## config.mk

```make
export PLATFORM = sky130hd
export DESIGN_NAME = apb_master_flat
export DESIGN_NICKNAME = d
export VERILOG_FILES = /design/src/rtl/apb_master_if.sv /design/src/rtl/apb_master.sv /design/src/flat_wrapper.sv
export SDC_FILE = /design/constraint.sdc
export NUM_CORES = 1
export LEC_CHECK = 0
export CAP_MARGIN = 20
export CORE_MARGIN = 2
export CORE_UTILIZATION = 38
export CTS_CLUSTER_SIZE = 12
export DETAILED_ROUTE_END_ITERATION = 12
export PLACE_DENSITY = 0.8
export SETUP_SLACK_MARGIN = 0.5
export SYNTH_ARGS = -nofsm -noshare
export SYNTH_HDL_FRONTEND = slang
export SYNTH_SLANG_ARGS = --single-unit
export TNS_END_PERCENT = 1
```

## constraint.sdc

```tcl
create_clock -name PCLK -period 2.2 [get_ports PCLK]
set_input_delay 0.44 -clock PCLK [delete_from_list [all_inputs] [get_ports PCLK]]
set_output_delay 0.44 -clock PCLK [all_outputs]
set_load 0.03 [all_outputs]
```

## src/rtl/apb_master_if.sv

```systemverilog
// CPU-side request/response and APB bus signals for apb_master.
// The master modport is the block's view; the slave modport is the surrounding system's view.
interface apb_master_if;
    logic        transfer;
    logic        write;
    logic [31:0] addr;
    logic [31:0] wdata;
    logic [31:0] rdata;
    logic        ready;
    logic        error;
    logic        busy;

    logic [31:0] PADDR;
    logic        PWRITE;
    logic        PENABLE;
    logic [31:0] PWDATA;
    logic [3:0]  PSEL;
    logic [31:0] PRDATA0, PRDATA1, PRDATA2, PRDATA3;
    logic        PREADY0, PREADY1, PREADY2, PREADY3;

    modport master (
        input  transfer, write, addr, wdata,
        input  PRDATA0, PRDATA1, PRDATA2, PRDATA3,
        input  PREADY0, PREADY1, PREADY2, PREADY3,
        output rdata, ready, error, busy,
        output PADDR, PWRITE, PENABLE, PWDATA, PSEL
    );

    modport slave (
        output transfer, write, addr, wdata,
        output PRDATA0, PRDATA1, PRDATA2, PRDATA3,
        output PREADY0, PREADY1, PREADY2, PREADY3,
        input  rdata, ready, error, busy,
        input  PADDR, PWRITE, PENABLE, PWDATA, PSEL
    );
endinterface

```

## src/rtl/apb_master.sv

```systemverilog
// Single-outstanding APB master bridging a CPU strobe interface to four 4 KB slave slots,
// with unmapped-address rejection and an ACCESS-phase wait timeout.
module apb_master #(
    parameter logic [31:0] BASE_ADDR = 32'h1000_0000,
    parameter int          TIMEOUT   = 16
) (
    input logic         PCLK,
    input logic         PRESET,
    apb_master_if.master bus
);

    localparam int NUM_SLOTS = 4;
    localparam logic [7:0] WAIT_LAST = 8'(TIMEOUT - 1);

    typedef enum logic [1:0] {IDLE, SETUP, ACCESS} state_t;

    typedef struct packed {
        logic [31:0] addr;
        logic [31:0] wdata;
        logic        write;
    } req_t;

    state_t state, state_nxt;
    req_t   req_q;
    logic [1:0] idx_q;
    logic [7:0] wait_cnt;
    logic [31:0] rdata_q;
    logic        ready_q, error_q;

    logic [NUM_SLOTS-1:0][31:0] prdata_v;
    logic [NUM_SLOTS-1:0]       pready_v;
    logic [31:0] prdata_sel;
    logic        pready_sel;
    logic        hit, accept;
    logic [NUM_SLOTS-1:0] psel;
    logic        penable, busy;
    logic        done_ok, done_abort;

    assign prdata_v = {bus.PRDATA3, bus.PRDATA2, bus.PRDATA1, bus.PRDATA0};
    assign pready_v = {bus.PREADY3, bus.PREADY2, bus.PREADY1, bus.PREADY0};

    // Only the latched slot is ever observed, so stray responses from other slots are inert.
    assign prdata_sel = prdata_v[idx_q];
    assign pready_sel = pready_v[idx_q];

    assign hit    = (bus.addr[31:14] == BASE_ADDR[31:14]);
    assign accept = (state == IDLE) && bus.transfer;

    always_ff @(posedge PCLK or negedge PRESET) begin
        if (!PRESET) state <= IDLE;
        else         state <= state_nxt;
    end

    always_comb begin
        state_nxt  = state;
        psel       = '0;
        penable    = 1'b0;
        busy       = 1'b0;
        done_ok    = 1'b0;
        done_abort = 1'b0;
        case (state)
            IDLE: begin
                if (bus.transfer && hit) state_nxt = SETUP;
            end
            SETUP: begin
                psel[idx_q] = 1'b1;
                busy        = 1'b1;
                state_nxt   = ACCESS;
            end
            ACCESS: begin
                psel[idx_q] = 1'b1;
                penable     = 1'b1;
                busy        = 1'b1;
                // A slave answering on the final allowed cycle still wins over the timeout.
                if (pready_sel) begin
                    done_ok   = 1'b1;
                    state_nxt = IDLE;
                end else if (wait_cnt == WAIT_LAST) begin
                    done_abort = 1'b1;
                    state_nxt  = IDLE;
                end
            end
            default: state_nxt = IDLE;
        endcase
    end

    always_ff @(posedge PCLK or negedge PRESET) begin
        if (!PRESET) begin
            req_q    <= '0;
            idx_q    <= '0;
            wait_cnt <= '0;
            rdata_q  <= '0;
            ready_q  <= 1'b0;
            error_q  <= 1'b0;
        end else begin
            ready_q <= done_ok | done_abort | (accept & ~hit);
            error_q <= done_abort | (accept & ~hit);
            if (accept) begin
                req_q <= '{addr: bus.addr, wdata: bus.wdata, write: bus.write};
                idx_q <= bus.addr[13:12];
            end
            if (state == SETUP)
                wait_cnt <= '0;
            else if (state == ACCESS && !pready_sel)
                wait_cnt <= wait_cnt + 8'd1;
            if (done_ok && !req_q.write)
                rdata_q <= prdata_sel;
        end
    end

    assign bus.PADDR   = req_q.addr;
    assign bus.PWDATA  = req_q.wdata;
    assign bus.PWRITE  = req_q.write;
    assign bus.PSEL    = psel;
    assign bus.PENABLE = penable;
    assign bus.busy    = busy;
    assign bus.rdata   = rdata_q;
    assign bus.ready   = ready_q;
    assign bus.error   = error_q;

endmodule

```

## src/flat_wrapper.sv

```systemverilog
// flat-port wrapper written by rule: the top's interface ports become plain ports
module apb_master_flat 
#(
    parameter logic [31:0] BASE_ADDR = 32'h1000_0000,
    parameter int          TIMEOUT   = 16
)
  (PCLK, PRESET, bus_transfer, bus_write, bus_addr, bus_wdata, bus_PRDATA0, bus_PRDATA1, bus_PRDATA2, bus_PRDATA3, bus_PREADY0, bus_PREADY1, bus_PREADY2, bus_PREADY3, bus_rdata, bus_ready, bus_error, bus_busy, bus_PADDR, bus_PWRITE, bus_PENABLE, bus_PWDATA, bus_PSEL);
  apb_master_if bus_i ();
  input logic PCLK;
  input logic PRESET;
  input wire logic [$bits(bus_i.transfer)-1:0] bus_transfer;
  input wire logic [$bits(bus_i.write)-1:0] bus_write;
  input wire logic [$bits(bus_i.addr)-1:0] bus_addr;
  input wire logic [$bits(bus_i.wdata)-1:0] bus_wdata;
  input wire logic [$bits(bus_i.PRDATA0)-1:0] bus_PRDATA0;
  input wire logic [$bits(bus_i.PRDATA1)-1:0] bus_PRDATA1;
  input wire logic [$bits(bus_i.PRDATA2)-1:0] bus_PRDATA2;
  input wire logic [$bits(bus_i.PRDATA3)-1:0] bus_PRDATA3;
  input wire logic [$bits(bus_i.PREADY0)-1:0] bus_PREADY0;
  input wire logic [$bits(bus_i.PREADY1)-1:0] bus_PREADY1;
  input wire logic [$bits(bus_i.PREADY2)-1:0] bus_PREADY2;
  input wire logic [$bits(bus_i.PREADY3)-1:0] bus_PREADY3;
  output wire logic [$bits(bus_i.rdata)-1:0] bus_rdata;
  output wire logic [$bits(bus_i.ready)-1:0] bus_ready;
  output wire logic [$bits(bus_i.error)-1:0] bus_error;
  output wire logic [$bits(bus_i.busy)-1:0] bus_busy;
  output wire logic [$bits(bus_i.PADDR)-1:0] bus_PADDR;
  output wire logic [$bits(bus_i.PWRITE)-1:0] bus_PWRITE;
  output wire logic [$bits(bus_i.PENABLE)-1:0] bus_PENABLE;
  output wire logic [$bits(bus_i.PWDATA)-1:0] bus_PWDATA;
  output wire logic [$bits(bus_i.PSEL)-1:0] bus_PSEL;
  assign bus_i.transfer = bus_transfer;
  assign bus_i.write = bus_write;
  assign bus_i.addr = bus_addr;
  assign bus_i.wdata = bus_wdata;
  assign bus_i.PRDATA0 = bus_PRDATA0;
  assign bus_i.PRDATA1 = bus_PRDATA1;
  assign bus_i.PRDATA2 = bus_PRDATA2;
  assign bus_i.PRDATA3 = bus_PRDATA3;
  assign bus_i.PREADY0 = bus_PREADY0;
  assign bus_i.PREADY1 = bus_PREADY1;
  assign bus_i.PREADY2 = bus_PREADY2;
  assign bus_i.PREADY3 = bus_PREADY3;
  assign bus_rdata = bus_i.rdata;
  assign bus_ready = bus_i.ready;
  assign bus_error = bus_i.error;
  assign bus_busy = bus_i.busy;
  assign bus_PADDR = bus_i.PADDR;
  assign bus_PWRITE = bus_i.PWRITE;
  assign bus_PENABLE = bus_i.PENABLE;
  assign bus_PWDATA = bus_i.PWDATA;
  assign bus_PSEL = bus_i.PSEL;
  apb_master #(.BASE_ADDR(BASE_ADDR), .TIMEOUT(TIMEOUT)) u_core (.PCLK(PCLK), .PRESET(PRESET), .bus(bus_i));
endmodule
```

Word level (Yosys, flattened, before mapping)
Cells that the tools add are included.
{ "word_totals": {"regBits": 111, "inputBits": 200, "out_inout_bits": 105, "word_cells": 54} }
{ "classes": {"n_addsub": 1, "n_lt_le_gt_ge": 2, "n_eq_ne": 6, "muxes": 20, "bitwise_logic": 5, "n_reduce_logical": 11} }
{ "ops": {"columns": ["operator", "n"], "rows": [
  ["binary-select mux 32 bit (select 2 bit)", 1],
  ["two-way mux 32 bit", 1],
  ["equality test 18 x 15 -> 1 bit, second input constant", 1],
  ["two-way mux 8 bit", 2],
  ["two-way mux 1 bit", 9],
  ["adder 8 x 1 -> 8 bit, second input constant", 1],
  ["equality test 8 x 4 -> 1 bit, second input constant", 1],
  ["two-way mux 2 bit", 3],
  ["one-hot mux 2 bit (3 select lines)", 1],
  ["logical AND 1 bit", 5],
  ["two-way mux 4 bit", 1],
  ["less-than comparator 2 x 3 -> 1 bit, second input constant", 1],
  ["!= test 3 x 1 -> 1 bit, second input constant", 1],
  ["bitwise OR 1 bit", 3],
  ["binary-select mux 1 bit (select 2 bit)", 1],
  ["demux 1 bit (select 2 bit)", 1],
  ["equality test 2 x 1 -> 1 bit, second input constant", 1],
  ["equality test 2 bit, second input constant", 1],
  [">= comparator 2 x 1 -> 1 bit, second input constant", 1],
  ["zero test 1 bit", 2],
  ["zero test 2 bit", 1],
  ["!= test 2 bit, second input constant", 1],
  ["AND reduction 2 bit", 1],
  ["nonzero test 2 bit", 1],
  ["3 further kinds", 3]
]} }

Longest topological paths before layout
Gate-level depths: netlist of run 1.
{ "depth": {"ltp_word": 6, "ltp_mapped": 7, "depth_no_buf": 7} }

Least setup slack after synthesis of run 1
Ideal clock, no wire load.
{ "synth_timing": {"path_type": "reg-to-output", "start": "register u_core.state[0]", "end": "output port bus_PSEL[0]", "arrival_ns": 1.683, "required_ns": 1.760, "setup_slack_ns": 0.077, "path_stages_with_launch": 4, "path_buffers": 0, "path_cell_list": "dfrtp_1 -> inv_1 -> ha_1 -> nor3b_1"} }
{ "synth_between": {"elab_chain_len": 3, "elab_cells_between_ends": 4, "cone_classes": "eq/ne: 2; mux: 1; reduce/logical: 1"} }
{ "synth_rtl": {"columns": ["element", "line", "source"], "rows": [
  ["from (decl)", "apb_master.sv:23", "state_t state, state_nxt;"],
  ["from (signal assigned)", "apb_master.sv:51", "else state <= state_nxt;"],
  ["equality test 2 bit or equality test 2 x 1 -> 1 bit (tied branches)", "apb_master.sv:61", "case (state)"],
  ["OR reduction 2 bit (no line) *", null, null],
  ["two-way mux 4 bit *", null, null],
  ["to (decl)", "flat_wrapper.sv:31", "output wire logic [$bits(bus_i.PSEL)-1:0] bus_PSEL;"]
]} }
Mark *: on every way between the ends. The rest lies on a longest branch, timed or not.

Worst setup path after layout of run 1
Same ends and word-level chain as after synthesis.

==> metrics, run 1 <==
status finished, final reports clean; syn_nets 523; YS warnings 0; clock sinks 109; Clk Latency, worst-skew pair 0.35 ns; Worst Hold Class primary input to async pin; area of the multi-input gates 0.00242 mm^2; Cell Pwr Density 1450 mW/mm^2; io pins 305; sequential area share after synthesis 51.8%; DR vias/cell 4.93; layout cells sized above 1 30.2%; DP Wirelength 12500 um; Clk pwr share 12.4%; Sequential Power Share 27.4%; Critical Path Fanout Max 4; drt wl/cell 18.8 um; Cell Int Power 7930 uW; Mapped Cells 318; Worst setup SP type register; Synth area leader dfrtp_1; detailed-route DRC error count 0; max incr delay on CP 0.38 ns; initial DRC count 180; first-pass GRT wire length 23000 um; RSZ-0062 raised after global routing yes; top-area cell type share of the netlist area 51.8%; Rel. slew slack 61.0%; maximum vdd drop 717 uV; initial antenna violation count 0; Slew @ Worst Pin 0.585 ns; die width 122 um; Syn-to-layout area delta 71.0%; Nets 848; Tmin final 2.01 ns; RePlAce Congestion 0.774; Routed WL 15500 um; fmax 497 MHz; total vias in the final route 4084; layout filler cell count 1017; Worst setup EP type output port; Slew Viols, Final 0; synthesized flop and latch total 109; Chip Height 122 um; fraction of power spent switching nets 39.2%; CTS max path bufs 2; switching power 5120 uW; worst hold margin 0.0901 ns; largest net degree at the start of global routing 45; Critical Path AT 1.57 ns; ranking of synthesized cells by area dfrtp_1 52%, mux2_2 14%, mux4_2 14%, mux2_4 9.1%, ha_1 1.2%; Pleak 0.00382 uW; MaxCap Viol Count 0; Setup Slack @ Placement -0.0717 ns; crit path kind register to output port; clock skew 0.00640 ns; crit-path cells inv_2 > ha_4 > buf_6 > nor3b_4 > buf_6; combinational share of power 60.2%; register area 0.00273 mm^2; Global Route Usage Sum 20.5%; vias in the first global route 4387; Die ar. 0.0148 mm^2; DRT Pass-1 Iters 4; Period Utilization, post-route 91.4%; Crit-path slowest cell dfrtp_1; CTS buffer count 9; Clk pin slew, worst setup/hold paths 0.07 ns; htree depth 3; Placeable Area 0.0137 mm^2; CTS tree built; Final WS setup 0.189 ns; num rows 43; mapped cell area 0.00527 mm^2; GRT overflow 0; Worst Path Required 1.76 ns; most common cell type on the critical path buf_6; Reg-to-Reg Start u_core.idx_q[0]$_DFFE_PN0N_; Initial Util 38.4%; setup violators final 0; remaining antenna violation count 0; post-synthesis cell type count 32; root buf cell clkbuf_16; IO buf count 304; Hold Vio Cnt, Final 0; Critical Path Source u_core.state[0]$_DFFE_PN0P_; Hold-fix buffers, CTS 0; number of diodes 0; Avg Inst Size Synth 16.6 um^2
==> final cells by class <==
class                      count  share of cell area, %
clock buffer                  12                   2.74
timing repair buffer         333                   36.9
inverter                       3                  0.125
tap                          180                   2.50
sequential                   109                   30.3
multi-input combinational    187                   26.9
clock inverter                 4                  0.528
==> per-stage QoR <==
stage                     cells  TNS [ns]  power, uW  cell area (um^2)  util (%)
final                       828         0      13100              9000      65.6
after floorplan             318         0       8210              5290         -
after global placement      805   -0.0125      11200              8630      62.9
after detailed placement    805    -0.129      11400              8630      62.9
after CTS                   825         0      13100              8980      65.4
after global routing        828         0      13600              9000      65.6
==> cells in the final DEF, fill, tap and decap left out, types with 4 or more instances in the layout <==
cell / Yosys / layout
nand2_1: 8 / 7
buf_4: 0 / 25
mux2_4: 32 / 32
clkbuf_16: 0 / 9
nor4_1: 4 / 4
xor2_1: 6 / 6
mux4_2: 33 / 33
mux2_2: 67 / 67
clkdlybuf4s50_1: 0 / 295
buf_12: 3 / 5
nor2_1: 10 / 9
buf_6: 1 / 4
ha_1: 5 / 4
dfrtp_1: 109 / 107
==> Yosys cell counts <==
library cell and number:
or4b_4 1, and3b_1 1, a21oi_1 1, o31ai_4 1, nor2_1 10, inv_1 3
nand2_1 8, mux4_2 33, buf_12 3, nand3b_4 1, a21oi_2 1, nand4_1 3
buf_2 9, nand2_2 1, xor2_1 6, nor3b_1 1, o21ai_0 1, and3_1 4
nor2b_1 1, o311ai_0 1, clkbuf_1 4, ha_1 5, mux2i_1 1, o31ai_1 1
xnor2_1 1, dfrtp_1 109, mux2_2 67, buf_6 1, nor2_8 1, mux2_4 32
nor4_1 4, buf_1 2
==> state kept, by name, indices dropped and copies added, names as in the netlist <==
register	cells
u_core.bus.PADDR	31
u_core.bus.PWDATA	32
u_core.bus.PWRITE	1
u_core.bus.error	1
u_core.bus.rdata	32
u_core.bus.ready	1
u_core.idx_q	1
u_core.state	2
u_core.wait_cnt	8
==> cell families (layout without fill, tap and decap cells) <==
family	after synthesis	in the layout	share of synthesized area [%]
xor+xnor	7	7	1.16
simple gates	36	36	4.16
fa+ha+maj	5	5	1.19
buf+inv	22	352	2.85
flops	109	109	51.8
mux	133	133	37.8
compound gates	6	6	1.07
==> critical path: cells and delay by family, from the launching register on <==
| family | cells | cell delay, ns |
|---|---|---|
| and+or+nand+nor | 1 | 0.23 |
| adders and majority gates | 1 | 0.27 |
| buffers and inverters | 3 | 0.33 |
| DFF | 1 | 0.38 |
==> routing by layer <==
metal  vias up  part of all wire (%)  GRT usage [%]
met2       168                    55           37.9
met3        17                   6.9           6.65
li1       1834                     -              -
met5         -                     0              0
met1      2065                    37           22.9
met4         0                   1.5           4.74
==> worst paths after layout <==
| path | end | slack, ns | cells past startpoint |
|---|---|---|---|
| max | bus_PSEL[0] | 0.19 | 5 |
| min | u_core.bus.PWDATA[21]$_DFFE_PN0N_ | 0.09 | 1 |
| max reg2reg | u_core.wait_cnt[7]$_DFFE_PN0P_ | 0.25 | 7 |
| min reg2reg | u_core.bus.PWDATA[28]$_DFFE_PN0N_ | 0.51 | 1 |
| max in group asynchronous | u_core.bus.PADDR[13]$_DFFE_PN0N_ | 1.47 | 2 |
| min in group PCLK | u_core.bus.PWDATA[28]$_DFFE_PN0N_ | 0.51 | 1 |
==> power by group through the flow <==
stage / sequential [uW] / clock (uW) / combinational, uW
2_1_floorplan: 5330 / 0 / 2870
3_3_place_gp: 3540 / 0 / 7640
3_5_place_dp: 3610 / 0 / 7770
4_1_cts: 3590 / 1670 / 7890
5_1_grt: 3680 / 1760 / 8210
6_report: 3580 / 1620 / 7850
==> timing repair <==
action                                  4_1_cts  5_1_grt
setup buffers                                 4        3
endpoints found under the setup margin      210      149
gates resized for setup                      13        0
pin swaps                                     1        1
cloned                                        0        0
Power figures use the tool's default switching activity.
==> run 2, diff against run 1 <==
--- a/config.mk
+++ b/config.mk
@@ -7,10 +7,10 @@
 export LEC_CHECK = 0
 export CAP_MARGIN = 20
 export CORE_MARGIN = 2
-export CORE_UTILIZATION = 38
+export CORE_UTILIZATION = 40
 export CTS_CLUSTER_SIZE = 12
 export DETAILED_ROUTE_END_ITERATION = 12
-export PLACE_DENSITY = 0.8
+export PLACE_DENSITY = 0.84
 export SETUP_SLACK_MARGIN = 0.5
 export SYNTH_ARGS = -nofsm -noshare
 export SYNTH_HDL_FRONTEND = slang
==> constraint.sdc (replaced) <==
create_clock -name PCLK -period 2.47 [get_ports PCLK]
set_input_delay 0.494 -clock PCLK [delete_from_list [all_inputs] [get_ports PCLK]]
set_output_delay 0.494 -clock PCLK [all_outputs]
set_load 0.03 [all_outputs]
==> run 2 against run 1 <==
Against the previous run: via count is 2.5% lower; worst setup slack better by 0.24 ns; wire length is 1.2% higher; largest power group unchanged; critical path type unchanged; highest routed layer unchanged.
==> metrics, run 2 (same netlist as run 1, synthesis figures left out) <==
register area 0.00273 mm^2 (about the same); number of diodes 0 (unchanged); Initial Util 41.4% (+3.0 points); Critical Path Fanout Max 5 (+1); status finished, final reports clean; clock skew 0.00302 ns (-0.00338 ns); RePlAce Congestion 0.839 (+8.4%); setup TNS 0 ns (unchanged); Clk pin slew, worst setup/hold paths 0.07 ns (about the same); first-pass GRT wire length 24600 um (+7.0%); Die ar. 0.0141 mm^2 (-4.8%); layout filler cell count 950 (-6.6%); remaining antenna violation count 0 (unchanged); switching power 4490 uW (-12%); vias in the first global route 4442 (+1.3%); io pins 305 (unchanged); MaxCap Viol Count 0 (unchanged); DRT Pass-1 Iters 4 (unchanged); Worst Path Required 1.98 ns (+0.22 ns); layout cells sized above 1 28.1% (-2.2 points); CTS buffer count 9 (unchanged); Slew @ Worst Pin 0.523 ns (-0.0619 ns); area of the multi-input gates 0.00241 mm^2 (-0.41%); Worst setup EP type output port; combinational share of power 59.0% (-1.2 points); fmax 489 MHz; Worst setup SP type register; GRT overflow 0 (unchanged); Hold Vio Cnt, Final 0 (unchanged); Placeable Area 0.0127 mm^2 (-7.3%); CTS tree built; RSZ-0062 raised after global routing yes; most frequent cells in the layout 295 x clkdlybuf4s50_1, 108 x dfrtp_1, 67 x mux2_2; root buf cell clkbuf_16; worst hold margin 0.116 ns (+0.0258 ns); initial DRC count 152 (-16%); Routed WL 15700 um (+1.2%); Critical Path Source u_core.state[1]$_DFFE_PN0P_; Tmin final 2.04 ns; Slew Viols, Final 0 (unchanged); Pleak 0.00375 uW (-1.8%); Rel. slew slack 65.2% (+4.1 points); DP Wirelength 12500 um (+0.61%); total vias in the final route 3983 (-2.5%); Clk pwr share 13.7% (+1.3 points); die width 119 um (-2.4%); Reg-to-Reg End u_core.wait_cnt[6]$_DFFE_PN0P_; Cell Int Power 7030 uW (-11%); largest net degree at the start of global routing 70 (+56%); Reg-to-Reg Start u_core.bus.PADDR[13]$_DFFE_PN0N_; Clk Latency, worst-skew pair 0.35 ns (about the same); drt wl/cell 19.6 um (+4.3%); end of the critical path bus_PSEL[0]; setup violators final 0 (unchanged); Worst Hold Class primary input to async pin; Cell Pwr Density 1300 mW/mm^2 (-10%); CTS max path bufs 2 (unchanged); Sequential Power Share 27.4% (about the same); r2r worst-path depth 8 (+1); commonest non-fill, non-tap cell in the layout clkdlybuf4s50_1; detailed-route DRC error count 0 (unchanged); initial antenna violation count 0 (unchanged); crit path kind register to output port; DR vias/cell 4.96 (+0.56%); fraction of power spent switching nets 39.0% (-0.25 points); htree depth 3 (unchanged); num rows 41 (-4.7%); Nets 831 (-2.0%); Global Route Usage Sum 22.8% (+2.3 points); clock sinks 109 (unchanged); Chip Height 119 um (-2.4%); worst reg2reg setup slack 0.49 ns (+0.24 ns); IO buf count 304 (unchanged); maximum vdd drop 873 uV (+22%); Syn-to-layout area delta 68.1%; Period Utilization, post-route 82.8%; Critical Path AT 1.55 ns (-0.02 ns)
## run 2: changes by cell type in the layout (fill, tap and decap cells not counted), moves of 2 or more
cell | before | now
clkbuf_2 | 0 | 2
buf_4 | 25 | 10
buf_2 | 0 | 2
buf_6 | 4 | 1
inv_1 | 1 | 3
inv_2 | 2 | 0
dlygate4sd2_1 | 3 | 1
## run 2: area by class of cell
type                       count  area share, %
timing repair buffer         316           35.7
sequential                   109           30.8
multi-input combinational    187           27.2
clock buffer                  12           2.90
tap                          172           2.43
clock inverter                 4          0.792
inverter                       3          0.127
## run 2: power groups by stage
stage	Sequential [uW]	Clock [uW]	Combinational [uW]
floorplan	4750	0	2520
global placement	3140	0	6690
detailed placement	3190	0	6800
CTS	3180	1620	6830
global route	3260	1690	7120
finish	3150	1570	6790
## run 2: stage by stage
stage	utilization, %	std cells	setup WS [ns]	power, uW	area [um^2]
finish	69.6	803	0.426	11500	8850
detailed placement	66.9	786	0.136	9980	8520
CTS	69.5	802	0.329	11600	8840
global route	69.6	803	0.348	12100	8850
global placement	66.9	786	0.177	9840	8520
floorplan	-	318	0.404	7270	5270
## run 2: worst min-delay path by stage
stage	startpoint	end	slack (ns)	cells past startpoint
2_1_floorplan	PRESET	u_core.bus.PADDR[0]$_DFFE_PN0N_	0.20	0
3_3_place_gp	PRESET	u_core.bus.PWDATA[18]$_DFFE_PN0N_	0.49	1
3_5_place_dp	u_core.bus.rdata[11]$_DFFE_PN0P_	u_core.bus.rdata[11]$_DFFE_PN0P_	0.49	1
4_1_cts	PRESET	u_core.bus.PWDATA[18]$_DFFE_PN0N_	0.13	1
5_1_grt	PRESET	u_core.bus.PWDATA[21]$_DFFE_PN0N_	0.16	1
6_report	PRESET	u_core.bus.PWDATA[18]$_DFFE_PN0N_	0.12	1
## run 2: what timing repair did
item / CTS / global route
buffers inserted: 0 / 1
setup endpoints to repair: 18 / 52
gates resized for setup: 16 / 6
pin swaps: 0 / 0
hold buffers: 0 / 0
## run 2: routing by layer
metal	global-route usage (%)	up-vias	part of all wire (%)
li1	-	1806	-
met1	24.5	1976	34
met2	42.9	174	57
met3	5.21	27	6.5
met4	9.23	0	2.6
met5	0	-	0
## run 2: worst max-delay path, stage by stage, from the launching register on
cell,delay [ns]
dfrtp_1,0.40
inv_1,0.11
ha_4,0.33
nor3b_2,0.15
buf_2,0.21
